### src/rtl/demux2_stream_pkg.sv
// rtl/demux2_stream_pkg.sv - shared select encodings and datapath defaults for demux2_stream
package demux2_stream_pkg;

    localparam logic DEST_0 = 1'b0;
    localparam logic DEST_1 = 1'b1;

    localparam int DEFAULT_WIDTH = 32;
    localparam int DEFAULT_DEPTH = 2;

endpackage

### src/rtl/demux2_stream_sync_fifo_rv.sv
// rtl/demux2_stream_sync_fifo_rv.sv - synchronous ready/valid FIFO with occupancy count
module sync_fifo_rv #(
    parameter int WIDTH = 32,
    parameter int DEPTH = 2
) (
    input  logic                     clk,
    input  logic                     rst_n,
    input  logic                     push,
    input  logic [WIDTH-1:0]         push_data,
    output logic                     full,
    input  logic                     pop,
    output logic [WIDTH-1:0]         head_data,
    output logic                     empty,
    output logic [$clog2(DEPTH):0]   count
);

    localparam int PW = $clog2(DEPTH);
    localparam int CW = $clog2(DEPTH) + 1;

    logic [WIDTH-1:0] mem [DEPTH];
    logic [PW-1:0]    wr_ptr_q, wr_ptr_d;
    logic [PW-1:0]    rd_ptr_q, rd_ptr_d;
    logic [CW-1:0]    count_q, count_d;
    logic             do_push, do_pop;

    assign full    = (count_q == CW'(DEPTH));
    assign empty   = (count_q == '0);
    assign count   = count_q;
    // A full FIFO refuses the push even when it pops in the same cycle.
    assign do_push = push & ~full;
    assign do_pop  = pop & ~empty;

    always_comb begin
        wr_ptr_d = wr_ptr_q;
        rd_ptr_d = rd_ptr_q;
        count_d  = count_q;
        if (do_push) begin
            wr_ptr_d = wr_ptr_q + 1'b1;
        end
        if (do_pop) begin
            rd_ptr_d = rd_ptr_q + 1'b1;
        end
        case ({do_push, do_pop})
            2'b10:   count_d = count_q + 1'b1;
            2'b01:   count_d = count_q - 1'b1;
            default: count_d = count_q;
        endcase
    end

    always_ff @(posedge clk or negedge rst_n) begin
        if (!rst_n) begin
            wr_ptr_q <= '0;
            rd_ptr_q <= '0;
            count_q  <= '0;
        end else begin
            wr_ptr_q <= wr_ptr_d;
            rd_ptr_q <= rd_ptr_d;
            count_q  <= count_d;
        end
    end

    always_ff @(posedge clk) begin
        if (do_push) begin
            mem[wr_ptr_q] <= push_data;
        end
    end

    // Masking with empty keeps the head at zero during and after reset.
    assign head_data = empty ? '0 : mem[rd_ptr_q];

endmodule

### src/rtl/demux2_stream.sv
// rtl/demux2_stream.sv - one-source two-sink demultiplexer with a FIFO per destination
module demux2_stream
    import demux2_stream_pkg::*;
#(
    parameter int WIDTH = DEFAULT_WIDTH,
    parameter int DEPTH = DEFAULT_DEPTH,
    parameter int CNTW  = $clog2(DEPTH) + 1
) (
    input  logic             clk,
    input  logic             rst_n,
    input  logic             in_valid,
    output logic             in_ready,
    input  logic             in_sel,
    input  logic [WIDTH-1:0] in_data,
    output logic             out0_valid,
    input  logic             out0_ready,
    output logic [WIDTH-1:0] out0_data,
    output logic             out1_valid,
    input  logic             out1_ready,
    output logic [WIDTH-1:0] out1_data,
    output logic [CNTW-1:0]  count0,
    output logic [CNTW-1:0]  count1
);

    logic                  sel1;
    logic                  accept;
    logic                  full0, full1;
    logic                  empty0, empty1;
    logic [$clog2(DEPTH):0] cnt0, cnt1;

    assign sel1     = (in_sel == DEST_1);
    // Readiness looks only at the selected FIFO, never at in_valid.
    assign in_ready = sel1 ? ~full1 : ~full0;
    assign accept   = in_valid & in_ready;

    sync_fifo_rv #(.WIDTH(WIDTH), .DEPTH(DEPTH)) u_fifo0 (
        .clk       (clk),
        .rst_n     (rst_n),
        .push      (accept & ~sel1),
        .push_data (in_data),
        .full      (full0),
        .pop       (out0_ready),
        .head_data (out0_data),
        .empty     (empty0),
        .count     (cnt0)
    );

    sync_fifo_rv #(.WIDTH(WIDTH), .DEPTH(DEPTH)) u_fifo1 (
        .clk       (clk),
        .rst_n     (rst_n),
        .push      (accept & sel1),
        .push_data (in_data),
        .full      (full1),
        .pop       (out1_ready),
        .head_data (out1_data),
        .empty     (empty1),
        .count     (cnt1)
    );

    assign out0_valid = ~empty0;
    assign out1_valid = ~empty1;
    assign count0     = CNTW'(cnt0);
    assign count1     = CNTW'(cnt1);

endmodule

### config.mk
export PLATFORM = sky130hd
export DESIGN_NAME = demux2_stream
export DESIGN_NICKNAME = d
export VERILOG_FILES = /design/src/rtl/demux2_stream_pkg.sv /design/src/rtl/demux2_stream_sync_fifo_rv.sv /design/src/rtl/demux2_stream.sv
export SDC_FILE = /design/constraint.sdc
export NUM_CORES = 1
export LEC_CHECK = 0
export ABC_AREA = 1
export BUFFER_PORTS_ARGS = -buffer_cell sky130_fd_sc_hd__buf_2
export CAP_MARGIN = 0
export CORE_MARGIN = 2
export CORE_UTILIZATION = 58
export DETAILED_ROUTE_END_ITERATION = 7
export PLACE_DENSITY = 0.95
export SLEW_MARGIN = 20
export SYNTH_ARGS = -nofsm -noshare
export SYNTH_HDL_FRONTEND = slang
export SYNTH_SLANG_ARGS = --single-unit
### constraint.sdc
create_clock -name clk -period 5.9 [get_ports clk]
set_input_delay 0.885 -clock clk [delete_from_list [all_inputs] [get_ports clk]]
set_output_delay 0.885 -clock clk [all_outputs]
set_load 0.05 [all_outputs]
Word-level counts from Yosys, hierarchy flattened
Memories as Yosys holds them, arrays and structs flattened.
Index checks and enable logic that the tools add are counted.
- bitwise logic cells: 12
- eq/ne operators: 6
- $add $sub $neg: 8
- reduce and logical (&&, ||, !) cells: 4
- multiplexer cells: 9
- operators with widths (kind ; number):
    $mux W32 ; 2
    $eq A2 B2 Y1 const B ; 4
    $pmux W2 S2 ; 2
    $and A1 B1 Y1 ; 7
    $mux W1 ; 5
    $not A1 Y1 ; 5
    $add A1 B1 Y1 const B ; 4
    $add A2 B1 Y2 const B ; 2
    $eq A2 B1 Y1 const B ; 2
    $logic_not A2 Y1 ; 2
    $reduce_bool A2 Y1 ; 2
    $sub A2 B1 Y2 const B ; 2
- memory bits (writable): 128
- output and inout bits: 71
- memories kept: 2
- logic and storage cells: 47
- register bits: 8
- bits of input ports: 38
- memory list (name ; depth ; bits a word ; rd ports ; clocked after Yosys merged registers in ; write ports ; RTL line ; RTL):
    u_fifo0.mem ; 2 ; 32 ; 1 ; 0 ; 1 ; demux2_stream_sync_fifo_rv.sv:20 ; logic [WIDTH-1:0] mem [DEPTH];
    u_fifo1.mem ; 2 ; 32 ; 1 ; 0 ; 1 ; demux2_stream_sync_fifo_rv.sv:20 ;

Logic depth before layout (Yosys ltp)
Gate-level depths: netlist of the first run.
- depth after elaboration: 8
- gate-level depth with buffers: 9
- depth with buffers taken out: 9

Modules after synthesis
Synthesis of the first run repeated with hierarchy kept, for this count alone.
- cell total of the unflattened synthesis: 415
- area total of the unflattened synthesis: 5278.8 sq um
- by module, submodules not included (module ; area each (sq um) ; cells each ; sequential area each (sq um) ; instances):
    sync_fifo_rv ; 2616.3 ; 202 ; 2021.9 ; 2
    demux2_stream ; 46.3 ; 11 ; 0.0 ; 1

Worst setup path after synthesis of the first run
No wires, ideal clock.
- path kind: input -> register
- start: input in_sel
- end: memory u_fifo0.mem[1][0], enable pin
- buffers on the path: 0
- stages: 3
- setup slack: 3.051 ns
- data required time: 5.479 ns
- arrival: 2.428 ns
- setup time: 0.421 ns
- cells stage by stage: inv_1 -> nand3_2 -> nor2_1
- longest elaborated chain between the ends: 6
- elaborated cells on any way between the ends: 7
- those cells by class: mux: 3; bitwise: 4
- ends and longest elaborated chain (element ; RTL line ; RTL):
    start: declaration ; demux2_stream.sv:13 ; input logic in_sel,
    $mux W1 ; demux2_stream.sv:33 ; assign in_ready = sel1 ? ~full1 : ~full0;
    $and A1 B1 Y1 ; demux2_stream.sv:34 ; assign accept = in_valid & in_ready;
    $and A1 B1 Y1 * ; demux2_stream.sv:39 ; .push (accept & ~sel1),
    $and A1 B1 Y1 * ; demux2_stream_sync_fifo_rv.sv:30 ; assign do_push = push & ~full;
    $mux W1 * ; demux2_stream_sync_fifo_rv.sv:63 ; if (do_push) begin
    $mux W1 (implied by the code) * ; demux2_stream_sync_fifo_rv.sv:64 ; mem[wr_ptr_q] <= push_data;
    end: declaration ; demux2_stream_sync_fifo_rv.sv:20 ;
Every way passes the cells marked *; elsewhere a longest branch is shown, timed or not.

Worst setup path after layout of the first run
- start: register u_fifo0.rd_ptr_q
- end: output out0_data[20]
- longest elaborated chain between the ends: 2
- ends and longest elaborated chain (element ; RTL line ; RTL):
    start: declaration ; demux2_stream_sync_fifo_rv.sv:22 ; logic [PW-1:0] rd_ptr_q, rd_ptr_d;
    start signal: assignment ; demux2_stream_sync_fifo_rv.sv:57 ; rd_ptr_q <= rd_ptr_d;
    $mem_v2 Z2 W32 ; -- ;
    $mux W32 ; demux2_stream_sync_fifo_rv.sv:69 ; assign head_data = empty ? '0 : mem[rd_ptr_q];
    end: declaration ; demux2_stream.sv:17 ; output logic [WIDTH-1:0] out0_data,
Every way passes these cells.

==> out/qor.csv, run 1 <==
metric,value,unit
instances_no_fill,641,
overflow,0,
fin_area,6461,sq um
yosys-top-cells-count,"sky130_fd_sc_hd__nand2_1 (149), sky130_fd_sc_hd__edfxtp_1 (128), sky130_fd_sc_hd__a21oi_1 (54)",
grt_use_total,26.98,%
synth_seq_cells,136,
timing.slew.headroom,28.12,%
grt_antenna_before_repair,0,
htree_levels,4,
synth-main-ff-cell,sky130_fd_sc_hd__edfxtp_1,
cts_resized,0,
worst_setup_path_startpoint,u_fifo0.rd_ptr_q,
grt_pass1_wl,20090,um
core-area,9065,sq um
synth_top_cell_by_area,sky130_fd_sc_hd__edfxtp_1,
postSynthNetCount,448,
worstPathArrival,2.45,ns
drt_wl_total,13040,um
critical_path_required,5.02,ns
die_h,99.93,um
rsz0062_at_grt,no,
post_cts_setup_buffer_count,0,
drt_drc_violations_left,0,
max_freq,300.1,MHz
clk_transition_reported_paths,0.07,ns
synth_compound_gate_area_share,6.892,%
detail_route.wl_per_cell,20.34,um
synth_sequential_area_ratio,75.76,%
finalSetupTns,0,ns
met3WireLength,1239,um
start_util,58.88,%
dr.first_iter.drc_count,446,
drive_gt1_share,30.19,%
run_status,"finished, final reports clean",
final.period_utilization,56.49,%
slew_viol_final,0,
synth_cells,408,
flow.area_growth_from_synthesis,21.05,%
clkLatencyLatePin,0.52,ns
final.min_clock_period,3.333,ns
placed_wire_length_estimate_after_detailed_placement,7728,um
worstSetupEndpointType,primary output,
preCtsSetupSlack,2.860,ns
worstSetupStartpointType,flip-flop,
worst-slew-pin-transition,1.076,ns
synth.distinct_cells,18,
finalClockSkew,0.01500,ns
drt.antenna.violating_nets,0,
hold_violations,0,
hold_path.class,input port to async pin,
grt_max_degree,36,
synth-edff-count,128,
port_buffers,108,
m1WireLength,4852,um
synthesized_area_per_cell,13.08,sq um
io_pins,109,
post_synth_xor_area_fraction,0.3282,%
setup.worst_path.class,flip-flop to primary output,
async_reset_ff_share,5.882,%
synth.top_cell.area_share,72.01,%
netlist_top_cells_area,"sky130_fd_sc_hd__edfxtp_1 (72%), sky130_fd_sc_hd__nand2_1 (10%), sky130_fd_sc_hd__a21oi_1 (5.1%)",
synth_area,5338,sq um
detail_route.vias_per_cell,5.863,
final_net_count,558,
met2_length,6514,um
final-setup-viol-count,0,
finalWeightedCongestion,0.8242,
count_of_hold_buffers_inserted_by_post_cts_repair,0,
routed.top_layer,met4,
clockBufferDepth,2,
ys_warn_count,0,
timing.critical_path.fanout_max,34,
fp.dieArea,9986,sq um
synth_mux_area_share,0,%
largest_family_of_logic_cells_by_synthesized_area,simple AND/OR/NAND/NOR gates,
die_width,99.93,um
area_share_of_fa_ha_maj_cells_after_synthesis,0.4688,%
cts_tree,built,
num_antenna_cells,0,
num_rows,35,
maxCapViolCount,0,
yosysMostFrequentCell,sky130_fd_sc_hd__nand2_1,
total_clock_buffers_created_by_cts,17,
cell_area_after_placement,5894,sq um
drt_pre_antenna_iters,6,
tritoncts_num_sinks,136,
dp.cells,610,
cts_root_buf,sky130_fd_sc_hd__clkbuf_8,
simple_gate_share_of_the_synthesized_area,12.21,%
grt_pass1_vias,3707,
worstReg2RegStart,u_fifo1.count[0],
finalWorstSetupSlack,2.567,ns
routed-via-count,3758,
==> routing by layer <==
| metal | vias up | GRT usage [%] |
|---|---|---|
| li1 | 1637 | - |
| met1 | 1806 | 35.44 |
| met2 | 269 | 44.49 |
| met3 | 46 | 7.312 |
| met4 | 0 | 8.641 |
| met5 | - | 0 |
==> worst max-delay path: stages (launching register included) <==
cell                      delay, ns
sky130_fd_sc_hd__dfrtp_2       0.64
sky130_fd_sc_hd__inv_2         0.54
sky130_fd_sc_hd__nand2_1       0.14
sky130_fd_sc_hd__a21oi_1       0.27
sky130_fd_sc_hd__buf_2         0.33
==> cell type report <==
class / instances / area (sq um)
clock buffer: 18 / 417.9
clock inverter: 13 / 147.6
fill: 536 / 2604
inverter: 19 / 71.32
multi-input combinational: 233 / 1077
sequential: 136 / 4045
tap: 111 / 138.9
timing repair buffer: 111 / 563.0
==> through the flow <==
step	util [%]	hold slack, ns
5_1_grt	71.28	0.1951
3_3_place_gp	65.02	0.4531
2_1_floorplan	-	0.4419
6_report	71.28	0.1968
4_1_cts	71.26	0.1929
3_5_place_dp	65.02	0.4810
==> final timing paths <==
path / endpoint / slack (ns) / depth (start not counted)
max: out0_data[20] / 2.57 / 4
min: u_fifo0.count[1] / 0.20 / 1
max reg2reg: u_fifo1.count[1] / 3.70 / 7
min reg2reg: u_fifo0.wr_ptr_q / 0.53 / 2
max in group asynchronous: u_fifo0.rd_ptr_q / 5.51 / 1
min in group clk: u_fifo0.wr_ptr_q / 0.53 / 2
==> state kept, by name, summed over array words and instances, names as in the netlist <==
signal / count
u_fifo0.mem: 64
u_fifo1.mem: 64
u_fifo0.count: 2
u_fifo1.count: 2
u_fifo0.rd_ptr_q: 1
u_fifo0.wr_ptr_q: 1
u_fifo1.rd_ptr_q: 1
u_fifo1.wr_ptr_q: 1
==> cell usage in the layout, fill, tap and decap left out, drive strengths merged <==
master,netlist,layout
a21oi,64,64
buf,20,111
bufinv,0,2
clkbuf,0,18
clkinv,0,4
clkinvlp,0,3
dfrtp,8,8
edfxtp,128,128
ha,2,2
inv,19,23
nand2,149,149
nand3,4,4
nand4,4,4
nor2,6,6
o21ai,2,2
xnor2,2,2
==> cells by family (layout without fill, tap and decap cells) <==
group | count (synthesis) | after routing
xor+xnor | 2 | 2
flops | 136 | 136
compound gates | 66 | 66
simple gates | 163 | 163
buf+inv | 39 | 161
fa+ha+maj | 2 | 2
Power of run 1 is not shown: default switching activity piles up to over one toggle a cycle in this logic, so the estimate is an artifact.
==> run 2: changes to the inputs <==
--- a/config.mk
+++ b/config.mk
@@ -9,9 +9,9 @@
 export BUFFER_PORTS_ARGS = -buffer_cell sky130_fd_sc_hd__buf_2
 export CAP_MARGIN = 0
 export CORE_MARGIN = 2
-export CORE_UTILIZATION = 58
+export CORE_UTILIZATION = 54
 export DETAILED_ROUTE_END_ITERATION = 7
-export PLACE_DENSITY = 0.95
+export PLACE_DENSITY = 0.9
 export SLEW_MARGIN = 20
 export SYNTH_ARGS = -nofsm -noshare
 export SYNTH_HDL_FRONTEND = slang
==> constraint.sdc (replaced) <==
create_clock -name clk -period 3.35 [get_ports clk]
set_input_delay 0.5025 -clock clk [delete_from_list [all_inputs] [get_ports clk]]
set_output_delay 0.5025 -clock clk [all_outputs]
set_load 0.05 [all_outputs]
==> run 2 against run 1 <==
First-iteration DRC count decreased by 59%. Sequential share of layout area decreased by 0.96 points. Register-to-register slack lost 2.5 ns. Clock skew decreased by 0.0072 ns. Die area rose by 7.1%.
==> out/qor.csv, run 2 (synthesis results as in run 1) <==
metric,value,unit
finalWeightedCongestion,0.7857,
cts_tree,built,
final.period_utilization,79.41,%
grt_use_total,23.11,%
dr.first_iter.drc_count,184,
rsz0062_at_grt,no,
final_net_count,561,
drt_wl_total,11610,um
worstPathArrival,2.16,ns
clkLatencyLatePin,0.52,ns
num_antenna_cells,0,
worstPathCellList,"nor2_4, a21oi_1, buf_2",
run_status,"finished, final reports clean",
worstSetupStartpointType,flip-flop,
core-area,9684,sq um
grt_pass1_vias,3641,
slew_viol_final,0,
drt_drc_violations_left,0,
worstSetupEndpointType,primary output,
detail_route.vias_per_cell,5.312,
timing.critical_path.fanout_max,35,
start_util,55.12,%
grt_max_degree,36,
num_rows,36,
most_frequent_cells_in_the_layout,"sky130_fd_sc_hd__nand2_1 (149), sky130_fd_sc_hd__edfxtp_1 (128), sky130_fd_sc_hd__buf_2 (108), sky130_fd_sc_hd__a21oi_1 (54)",
placed_wire_length_estimate_after_detailed_placement,7005,um
grt_pass1_wl,17720,um
finalSetupTns,0,ns
grt_antenna_before_repair,1,
drt.antenna.violating_nets,0,
die_h,103.4,um
cp_max_delay_cell,sky130_fd_sc_hd__nor2_4,
cts_resized,0,
finalClockSkew,0.007775,ns
die_width,103.4,um
detail_route.wl_per_cell,17.41,um
drive_gt1_share,30.71,%
hold_violations,0,
port_buffers,108,
maxCapViolCount,0,
timing.slew.headroom,31.33,%
critical_path_required,2.85,ns
setup.worst_path.class,flip-flop to primary output,
cts_root_buf,sky130_fd_sc_hd__clkbuf_8,
clockBufferDepth,2,
drt_pre_antenna_iters,4,
most_common_cell_after_layout_fill_and_taps_aside,sky130_fd_sc_hd__nand2_1,
clk_transition_reported_paths,0.06,ns
max_freq,375.9,MHz
final-setup-viol-count,0,
fp.dieArea,10700,sq um
reg.largest.list,"u_fifo0.mem (64), u_fifo1.mem (64)",
htree_levels,4,
flow.area_growth_from_synthesis,22.90,%
fill_cells,697,
worst-slew-pin-transition,1.028,ns
cp_slowest_stage_delay,0.73,ns
total_clock_buffers_created_by_cts,17,
io_pins,109,
tritoncts_num_sinks,136,
overflow,0,
hold_path.class,input port to flip-flop,
final.min_clock_period,2.660,ns
routed-via-count,3543,
[run 2: layer usage]
layer  vias up  global-route usage (%)  wire length [um]
met2       155                   39.75              6065
li1       1639                       -                 -
met3        19                   7.325               822
met4         2                   9.717               172
met1      1728                   26.83              4534
met5         -                       0                16
[run 2: final timing paths]
| check | from | endpoint | slack, ns | cells after the start |
|---|---|---|---|---|
| max | u_fifo0.count[1] | out0_data[26] | 0.69 | 3 |
| min reg2reg | u_fifo0.wr_ptr_q | u_fifo0.wr_ptr_q | 0.48 | 2 |
| max in group asynchronous | rst_n | u_fifo0.wr_ptr_q | 2.82 | 2 |
| min in group asynchronous | rst_n | u_fifo1.wr_ptr_q | 0.35 | 2 |
| max reg2reg | u_fifo1.count[0] | u_fifo1.count[1] | 1.16 | 7 |
| min | in_data[12] | u_fifo1.mem[0][12] | 0.20 | 1 |
[run 2: worst max-delay path: cells and delay by family, from the launching register on]
kind	cells	cell delay, ns
and+or+nand+nor	1	0.73
DFF	1	0.46
AOI/OAI and AO/OA	1	0.17
buffers and inverters	1	0.27
[run 2: layout make-up]
class,count,area [sq um],share of cell area [%]
sequential,136,4044,61.64
multi-input combinational,233,1077,16.42
timing repair buffer,114,588.1,8.964
clock buffer,17,414.1,6.313
clock inverter,15,198.9,3.033
tap,133,166.4,2.537
inverter,19,71.32,1.087
[run 2: repair_timing]
action                    4_1_cts  5_1_grt
setup buffers                   0        0
hold buffers                    1        0
hold endpoints to repair        8        0
[run 2: per-stage QoR]
step | area (sq um) | std cells | hold slack (ns) | setup WS, ns | util (%)
final | 6560 | 667 | 0.2028 | 0.6898 | 67.74
after global routing | 6560 | 667 | 0.1744 | 0.5372 | 67.74
after CTS | 6560 | 667 | 0.1738 | 0.6450 | 67.74
after detailed placement | 5937 | 634 | 0.3569 | 1.170 | 61.30
after global placement | 5937 | 634 | 0.3534 | 1.252 | 61.30
after floorplan | 5338 | 408 | 0.2069 | 0.5224 | -
Power of run 2 is left out for the same reason.
==> run 3: changes to the inputs <==
--- a/config.mk
+++ b/config.mk
@@ -9,9 +9,9 @@
 export BUFFER_PORTS_ARGS = -buffer_cell sky130_fd_sc_hd__buf_2
 export CAP_MARGIN = 0
 export CORE_MARGIN = 2
-export CORE_UTILIZATION = 54
+export CORE_UTILIZATION = 49
 export DETAILED_ROUTE_END_ITERATION = 7
-export PLACE_DENSITY = 0.9
+export PLACE_DENSITY = 0.86
 export SLEW_MARGIN = 20
 export SYNTH_ARGS = -nofsm -noshare
 export SYNTH_HDL_FRONTEND = slang
==> constraint.sdc (replaced) <==
create_clock -name clk -period 2.1 [get_ports clk]
set_input_delay 0.315 -clock clk [delete_from_list [all_inputs] [get_ports clk]]
set_output_delay 0.315 -clock clk [all_outputs]
set_load 0.05 [all_outputs]
==> run 3 against run 2 <==
Cell count up 4.3%. First-iteration DRC count up 33%. Sequential share of layout area down 3.7 points. Final area up 6.4%. Non-clock buffer count up 21. Global-route usage down 3.5 points. Count of clock-buffer cells in the layout unchanged. Critical path depth up 2. Worst setup slack worse by 0.61 ns. Core utilization down 2.8 points. Via count up 0.73%. Register-to-register slack worse by 0.71 ns. Critical endpoint is now out0_data[19]. Largest cell class unchanged.
==> out/qor.csv, run 3 (synthesis results as in run 1) <==
metric,value,unit
run_status,"finished, final reports clean",
finalClockSkew,0.01160,ns
flow.area_growth_from_synthesis,30.83,%
drt_wl_total,11370,um
met2_length,5939,um
finalWeightedCongestion,0.7750,
timing.slew.headroom,76.93,%
die_h,108.4,um
detail_route.wl_per_cell,16.34,um
worstSetupEndpointType,primary output,
placed_wire_length_estimate_after_detailed_placement,7163,um
clockBufferDepth,2,
final-setup-viol-count,0,
hold_violations,0,
overflow,0,
setup.worst_path.class,flip-flop to primary output,
num_antenna_cells,0,
cell_area_after_placement,6096,sq um
maxCapViolCount,0,
hp-start,in_data[6],
worst_setup_path_startpoint,u_fifo0.rd_ptr_q,
final_net_count,583,
instances_no_fill,696,
hold_path.class,input port to flip-flop,
grt_antenna_before_repair,0,
drt_drc_violations_left,0,
grt_max_degree,34,
m1WireLength,4555,um
timing.critical_path.fanout_max,8,
fin_area,6983,sq um
htree_levels,4,
grt_pass1_vias,3456,
num_rows,38,
drive_gt1_share,34.17,%
rsz0062_at_grt,yes,
total_clock_buffers_created_by_cts,17,
routed.top_layer,met4,
fp.dieArea,11740,sq um
met3WireLength,766,um
drt_pre_antenna_iters,4,
slew_viol_final,0,
port_buffers,108,
grt_pass1_wl,16790,um
worstSetupStartpointType,flip-flop,
detail_route.vias_per_cell,5.128,
preCtsSetupSlack,0.4274,ns
core-area,10750,sq um
final.min_clock_period,2.024,ns
routed-via-count,3569,
die_width,108.4,um
finish.utilization,64.99,%
critical_path_required,1.78,ns
grt_use_total,19.65,%
worst-slew-pin-transition,0.3457,ns
start_util,49.67,%
worstPathArrival,1.71,ns
io_pins,109,
drt.antenna.violating_nets,0,
final.period_utilization,96.38,%
clkLatencyLatePin,0.51,ns
finalWorstSetupSlack,0.07593,ns
most_common_cell_after_layout_fill_and_taps_aside,sky130_fd_sc_hd__nand2_1,
dr.first_iter.drc_count,244,
clk_transition_reported_paths,0.06,ns
max_freq,494.1,MHz
tritoncts_num_sinks,136,
reg.largest.list,"u_fifo0.mem (64), u_fifo1.mem (64)",
dp.cells,651,
cts_tree,built,
cts_root_buf,sky130_fd_sc_hd__clkbuf_8,
worstReg2RegStart,u_fifo1.count[0],
most_frequent_cells_in_the_layout,"sky130_fd_sc_hd__nand2_1 (149), sky130_fd_sc_hd__edfxtp_1 (128), sky130_fd_sc_hd__buf_2 (66), sky130_fd_sc_hd__a21oi_1 (47), sky130_fd_sc_hd__buf_4 (39)",
run 3: final cells by class:
cell class | count | area, sq um
sequential | 136 | 4046
fill | 795 | 3762
multi-input combinational | 233 | 1104
timing repair buffer | 135 | 977.2
clock buffer | 17 | 414.1
clock inverter | 15 | 177.7
tap | 140 | 175.2
inverter | 19 | 81.33
timing repair inverter | 1 | 7.507
run 3: metal layers:
metal  up-vias  global-route usage [%]
met5         -                       0
li1       1696                       -
met3        12                   6.028
met1      1730                   22.80
met4         0                   7.234
met2       131                   34.41
run 3: repair_timing:
action | in CTS | in global routing
hold endpoints to repair | 21 | 0
resized for setup | 28 | 39
pin swaps | 2 | 1
setup buffers | 3 | 3
gates cloned | 0 | 2
hold buffers | 5 | 0
setup endpoints to repair | 55 | 64
run 3: path summary, 6_finish.rpt:
check	to	slack, ns	cells after the start
worst max register to register	u_fifo1.mem[0][26]	0.45	5
max in group asynchronous	u_fifo0.rd_ptr_q	1.71	2
min in group asynchronous	u_fifo0.count[1]	0.18	2
worst min-delay path	u_fifo1.mem[1][6]	0.02	1
worst min register to register	u_fifo0.wr_ptr_q	0.48	2
worst max-delay path	out0_data[19]	0.08	5
run 3: per-stage QoR:
| stage | hold slack (ns) | setup TNS, ns |
|---|---|---|
| 2_1_floorplan | 0.01941 | 0 |
| 3_3_place_gp | 0.1744 | 0 |
| 3_5_place_dp | 0.1779 | 0 |
| 4_1_cts | 0.00009445 | 0 |
| 5_1_grt | 0.004076 | -0.02158 |
| 6_report | 0.02179 | 0 |
run 3: critical path, cell delays in order (launching register included):
cell and delay, ns:
sky130_fd_sc_hd__dfrtp_2 0.45, sky130_fd_sc_hd__inv_6 0.11, sky130_fd_sc_hd__buf_4 0.16, sky130_fd_sc_hd__nand2_1 0.07
sky130_fd_sc_hd__a21oi_1 0.18, sky130_fd_sc_hd__buf_4 0.23
Power of run 3 is left out for the same reason.
